===== config.mk =====
export PLATFORM = sky130hd
export DESIGN_NAME = poli_crc_engine
export DESIGN_NICKNAME = d
export VERILOG_FILES = /design/src/rtl/poli_crc_engine_pkg.sv /design/src/rtl/poli_crc_engine.sv
export SDC_FILE = /design/constraint.sdc
export NUM_CORES = 1
export LEC_CHECK = 0
export CAP_MARGIN = 20
export CORE_MARGIN = 8
export CORE_UTILIZATION = 48
export CTS_CLUSTER_SIZE = 16
export DETAILED_ROUTE_END_ITERATION = 10
export GPL_ROUTABILITY_DRIVEN = 0
export HOLD_SLACK_MARGIN = 0.15
export MAX_ROUTING_LAYER = met4
export PLACE_DENSITY = 0.79
export SLEW_MARGIN = 20
export SYNTH_ARGS = -nofsm -noshare
export SYNTH_HDL_FRONTEND = slang
export SYNTH_SLANG_ARGS = --single-unit

===== constraint.sdc =====
create_clock -name CLK -period 2.35 [get_ports CLK]
set_clock_uncertainty 0.1 [all_clocks]
set_input_delay 0.235 -clock CLK [delete_from_list [all_inputs] [get_ports CLK]]
set_output_delay 0.235 -clock CLK [all_outputs]
set_load 0.005 [all_outputs]

===== src/rtl/poli_crc_engine_pkg.sv =====
// poli_crc_engine_pkg: shared types and register bit indices for the CRC engine
package poli_crc_engine_pkg;
   typedef enum logic {IDLE, SHIFT} crc_state_t;
   localparam logic [31:0] CRC_INIT_VALUE = 32'hFFFF_FFFF;
   localparam int CRC_CTRL_INIT = 0;
   localparam int CRC_CTRL_FXOR = 1;
   localparam int CRC_STAT_BUSY = 0;
   localparam int CRC_STAT_PEND = 1;
   localparam int CRC_STAT_OVF  = 2;
   localparam int CRC_STAT_DONE = 3;
endpackage


===== src/rtl/poli_crc_engine.sv =====
// poli_crc_engine: bit-serial MSB-first 32-bit CRC with a one-word hold buffer
module poli_crc_engine
   import poli_crc_engine_pkg::*;
#(
   parameter int WORD_SIZE = 32,
   parameter logic [WORD_SIZE-1:0] CRC_INIT = CRC_INIT_VALUE
) (
   input  logic                 CLK,
   input  logic                 nRST,
   input  logic                 ctrl_wr,
   input  logic [WORD_SIZE-1:0] ctrl_wdata,
   input  logic [WORD_SIZE-1:0] poly,
   input  logic                 in_wr,
   input  logic [WORD_SIZE-1:0] in_wdata,
   output logic [WORD_SIZE-1:0] crc_output,
   output logic [WORD_SIZE-1:0] crc_status
);
   crc_state_t state, state_next;
   logic [WORD_SIZE-1:0] crc_reg, shift_reg, hold_reg, crc_step;
   logic [4:0] bit_cnt;
   logic hold_valid, final_xor, overflow, done;
   logic init, busy, last, fb, start, consume, direct, finish, hold_wr, ovf_set;
   logic unused_ctrl;
   assign unused_ctrl = ^ctrl_wdata[WORD_SIZE-1:2];
   always_comb begin
      init       = ctrl_wr & ctrl_wdata[CRC_CTRL_INIT];
      busy       = state == SHIFT;
      last       = &bit_cnt;
      fb         = crc_reg[WORD_SIZE-1] ^ shift_reg[WORD_SIZE-1];
      crc_step   = (crc_reg << 1) ^ (fb ? poly : '0);
      start      = !init & !busy & in_wr;
      consume    = !init & busy & last & hold_valid;
      direct     = !init & busy & last & !hold_valid & in_wr;
      finish     = !init & busy & last & !hold_valid & !in_wr;
      // at the last step a pending word frees the hold slot on this same edge
      hold_wr    = !init & busy & in_wr & (last ? hold_valid : !hold_valid);
      ovf_set    = !init & busy & in_wr & !last & hold_valid;
      state_next = init ? IDLE : start ? SHIFT : finish ? IDLE : state;
   end
   always_ff @(posedge CLK) begin
      if (!nRST) state <= IDLE;
      else state <= state_next;
   end
   always_ff @(posedge CLK) begin
      if (!nRST) begin
         crc_reg    <= CRC_INIT;
         shift_reg  <= '0;
         hold_reg   <= '0;
         bit_cnt    <= '0;
         hold_valid <= 1'b0;
         final_xor  <= 1'b0;
         overflow   <= 1'b0;
         done       <= 1'b0;
      end else begin
         if (ctrl_wr) final_xor <= ctrl_wdata[CRC_CTRL_FXOR];
         if (init) begin
            crc_reg    <= CRC_INIT;
            bit_cnt    <= '0;
            hold_valid <= 1'b0;
            overflow   <= 1'b0;
            done       <= 1'b0;
         end else if (start) begin
            shift_reg <= in_wdata;
            bit_cnt   <= '0;
            done      <= 1'b0;
         end else if (busy) begin
            crc_reg   <= crc_step;
            bit_cnt   <= bit_cnt + 5'd1;
            shift_reg <= consume ? hold_reg : direct ? in_wdata : shift_reg << 1;
            if (consume) hold_valid <= 1'b0;
            if (hold_wr) begin
               hold_reg   <= in_wdata;
               hold_valid <= 1'b1;
            end
            if (ovf_set) overflow <= 1'b1;
            if (finish) done <= 1'b1;
         end
      end
   end
   assign crc_output = final_xor ? ~crc_reg : crc_reg;
   always_comb begin
      crc_status = '0;
      crc_status[CRC_STAT_BUSY] = busy;
      crc_status[CRC_STAT_PEND] = hold_valid;
      crc_status[CRC_STAT_OVF]  = overflow;
      crc_status[CRC_STAT_DONE] = done;
   end
endmodule

==> flow_metrics.py <==
metrics = {
    "floorplanning": {
        "dieArea_sq_mm": 0.0155,
        "fp.dieW_um": 124,
        "rows": 39,
        "start_util": 0.492,
        "core-area_sq_mm": 0.0115,
        "pin_count": 164,
        "die_h_um": 124,
    },
    "worst_hold_path": {
        "worstHoldStart": "hold_reg[4]",
        "whs_endpoint": "shift_reg[4]",
        "hold_path_depth": 2,
        "min_path_type": "flop to flop",
    },
    "worst_setup_path": {
        "crit_arrival_ps": 2390,
        "r2r_slack_ps": 120,
        "critPathSlowestCell": "dfxtp_1",
        "cpPeakStageDelay_ps": 330,
        "crit_buf_inv": 2,
        "crit_path_max_fanout": 15,
        "worst_ep_required_time_ps": 2510,
        "crit_path_cell_trace": "ha_1 -> and3_1 -> ha_1 -> buf_4 -> xnor2_1 -> and3_1 -> buf_4 -> nand2_1 -> a21boi_0",
        "r2r_cells": 9,
        "cp-end-kind": "flop",
        "r2r_end": "hold_reg[22]",
        "worstReg2RegStart": "bit_cnt[0]",
        "startpoint_type": "flop",
        "crit_type": "flop to flop",
        "critPathTopFamily": "simple AND/OR/NAND/NOR gates",
    },
    "status": {
        "outcome": "completed",
    },
    "route": {
        "dr.pass1.iters": 5,
        "wl_mm": 15.4,
        "drt_iter0_drc": 495,
        "ant_nets": 0,
        "vias_per_cell": 5.58,
        "num_vias": 5109,
        "drc": 0,
        "wire_per_inst_um": 16.8,
    },
    "global_routing": {
        "grtUsageTotal": 0.202,
        "grt_first_pass_wirelength_mm": 25.5,
        "grt_pass1_vias": 5155,
        "grt_max_degree": 65,
        "overflow": 0,
        "antenna_found_initial": 0,
    },
    "power": {
        "p_per_area_mw_per_mm2": 618,
        "ir_drop_mv": 0.436,
        "p_leak_nw": 2.58,
    },
    "flow_run": {
        "cap_violations": 0,
    },
    "synth": {
        "ys.flop_type": "dfxtp_1",
        "synth_cell_type_count": 47,
        "synth_edf_count": 0,
        "syn_avg_cell_area_sq_um": 8.17,
        "synth-seq-cells": 106,
        "ys_warn_count": 0,
        "ys_seq_area_frac": 0.376,
        "synthCells": 691,
        "async_flop_share": 0,
        "syn-cell-area_sq_mm": 0.00565,
    },
    "clocking": {
        "clkLatencyLatePin_ps": 350,
        "root_buffer": "clkbuf_16",
        "cts.path.max_buffers": 2,
        "cts-buffers-inserted": 9,
        "clkTransAtPathRegs_ps": 70,
        "h-tree-depth": 3,
        "cts_sinks": 106,
        "cts_tree": "yes",
        "cts_hold_buf": 0,
    },
    "placement": {
        "dp_slack_ps": 49.0,
        "portBuffers": 105,
        "dpl.hpwl_mm": 10.6,
        "place_inst": 900,
    },
    "finish": {
        "fillers": 980,
        "final_cells": 915,
        "final_core_util": 0.610,
        "diodes": 0,
        "area_growth_pct": 24.0,
        "fin_nets": 870,
        "drive_gt1_frac": 0.0881,
    },
    "sta": {
        "hold_violations": 0,
        "slew_headroom": 0.552,
        "max_freq_mhz": 448,
        "setup_viol": 0,
        "min_period_ps": 2230,
        "postLayoutSetupSlackWorst_ps": 119,
        "slew_violations": 0,
        "tightestPinTransition_ps": 672,
        "rsz0062_at_grt": "true",
        "fin_crit_sh": 0.949,
    },
}
-- final cells by class --
type | instances | area [sq um] | area share
multi-input combinational | 510 | 3080 | 0.440
sequential | 106 | 2120 | 0.303
timing repair buffer | 131 | 1290 | 0.184
clock buffer | 13 | 250 | 0.0357
tap | 143 | 179 | 0.0256
clock inverter | 2 | 37.5 | 0.00536
inverter | 10 | 37.5 | 0.00536
-- routing by layer --
layer	part of all wire	vias up	global-route usage
met3	0.047	30	0.0426
met2	0.50	177	0.340
li1	-	2473	-
met1	0.42	2429	0.228
met5	0	-	-
met4	0.026	0	0.0858
-- worst register-to-register path, stage by stage, from the launching register on --
cell and delay, ps:
dfxtp_1 330, ha_1 220, and3_1 190, ha_1 190, buf_4 200, xnor2_1 180
and3_1 220, buf_4 240, nand2_1 80, a21boi_0 200
-- cell families after synthesis --
| group | synth area share |
|---|---|
| AOI/OAI and AO/OA | 0.255 |
| xor gates and xnor gates | 0.102 |
| adders and majority gates | 0.00443 |
| buffers and inverters | 0.0986 |
| DFF | 0.376 |
| muxes | 0.00177 |
| other | 0.000664 |
| and+or+nand+nor | 0.162 |
-- what timing repair did --
| item | in CTS | in global routing |
|---|---|---|
| resized for setup | 0 | 2 |
| setup buffers | 0 | 0 |
| endpoints found under the setup margin | 0 | 9 |
-- cells in the final DEF (no fill, tap or decap), drive strengths merged, types with 9 or more instances in the layout --
cell and n:
a21boi 33, a21oi 70, a221oi 23, buf 26, clkbuf 13, clkdlybuf4s50 105
conb 28, dfxtp 106, inv 9, nand2 129, nor2 30, nor3 31
o21ai 36, xor2 64
-- power by group --
group / switching (mW) / internal [mW] / total, mW
Clock: 0.642 / 0.851 / 1.49
Sequential: 0.0858 / 1.89 / 1.98
Combinational: 0.422 / 0.434 / 0.856
-- synth_stat cells, types with 2 or more instances --
| master | count | area share |
|---|---|---|
| o2bb2ai_1 | 7 | 0.011 |
| o221ai_1 | 7 | 0.011 |
| nor3b_1 | 4 | 0.0053 |
| a21boi_0 | 28 | 0.037 |
| dfxtp_1 | 106 | 0.38 |
| and2_1 | 2 | 0.0022 |
| a21oi_1 | 69 | 0.061 |
| a222oi_1 | 2 | 0.0035 |
| a2bb2oi_1 | 7 | 0.011 |
| clkbuf_1 | 36 | 0.024 |
| a221oi_1 | 3 | 0.0047 |
| nor2b_1 | 4 | 0.0044 |
| a21bo_2 | 2 | 0.0035 |
| nand2_1 | 129 | 0.086 |
| buf_4 | 34 | 0.045 |
| ha_1 | 2 | 0.0044 |
| nor2_1 | 30 | 0.020 |
| a221oi_2 | 20 | 0.053 |
| buf_1 | 5 | 0.0033 |
| nor3_1 | 31 | 0.027 |
| xor2_1 | 64 | 0.099 |
| buf_2 | 13 | 0.012 |
| nand3_1 | 3 | 0.0027 |
| a41oi_1 | 7 | 0.011 |
| inv_1 | 9 | 0.0060 |
| xnor2_1 | 2 | 0.0031 |
| nand2b_1 | 2 | 0.0022 |
| a21boi_1 | 4 | 0.0053 |
| buf_6 | 4 | 0.0080 |
| and3_1 | 4 | 0.0044 |
| o21ai_0 | 35 | 0.031 |
-- per-stage QoR --
stage               hold WS [ps]  instance area (sq um)  TNS (ps)  power [mW]
finish                       350                   7000         0        4.33
global route                 366                   7000     -12.7        4.51
CTS                          352                   6990         0        4.35
detailed placement           342                   6710         0        2.87
global placement             335                   6710         0        2.84
floorplan                    270                   5750         0        2.51
-- worst max path at each step --
stage,startpoint,end,slack [ps],cells after the start
after floorplan,bit_cnt[0],shift_reg[11],270,9
after global placement,in_wr,shift_reg[31],190,6
after detailed placement,in_wr,shift_reg[31],50,6
after CTS,busy,crc_status[0],70,2
after global routing,bit_cnt[0],hold_reg[26],-10,9
final,bit_cnt[0],hold_reg[22],120,9
No activity file was read; power rests on OpenSTA's default activity.
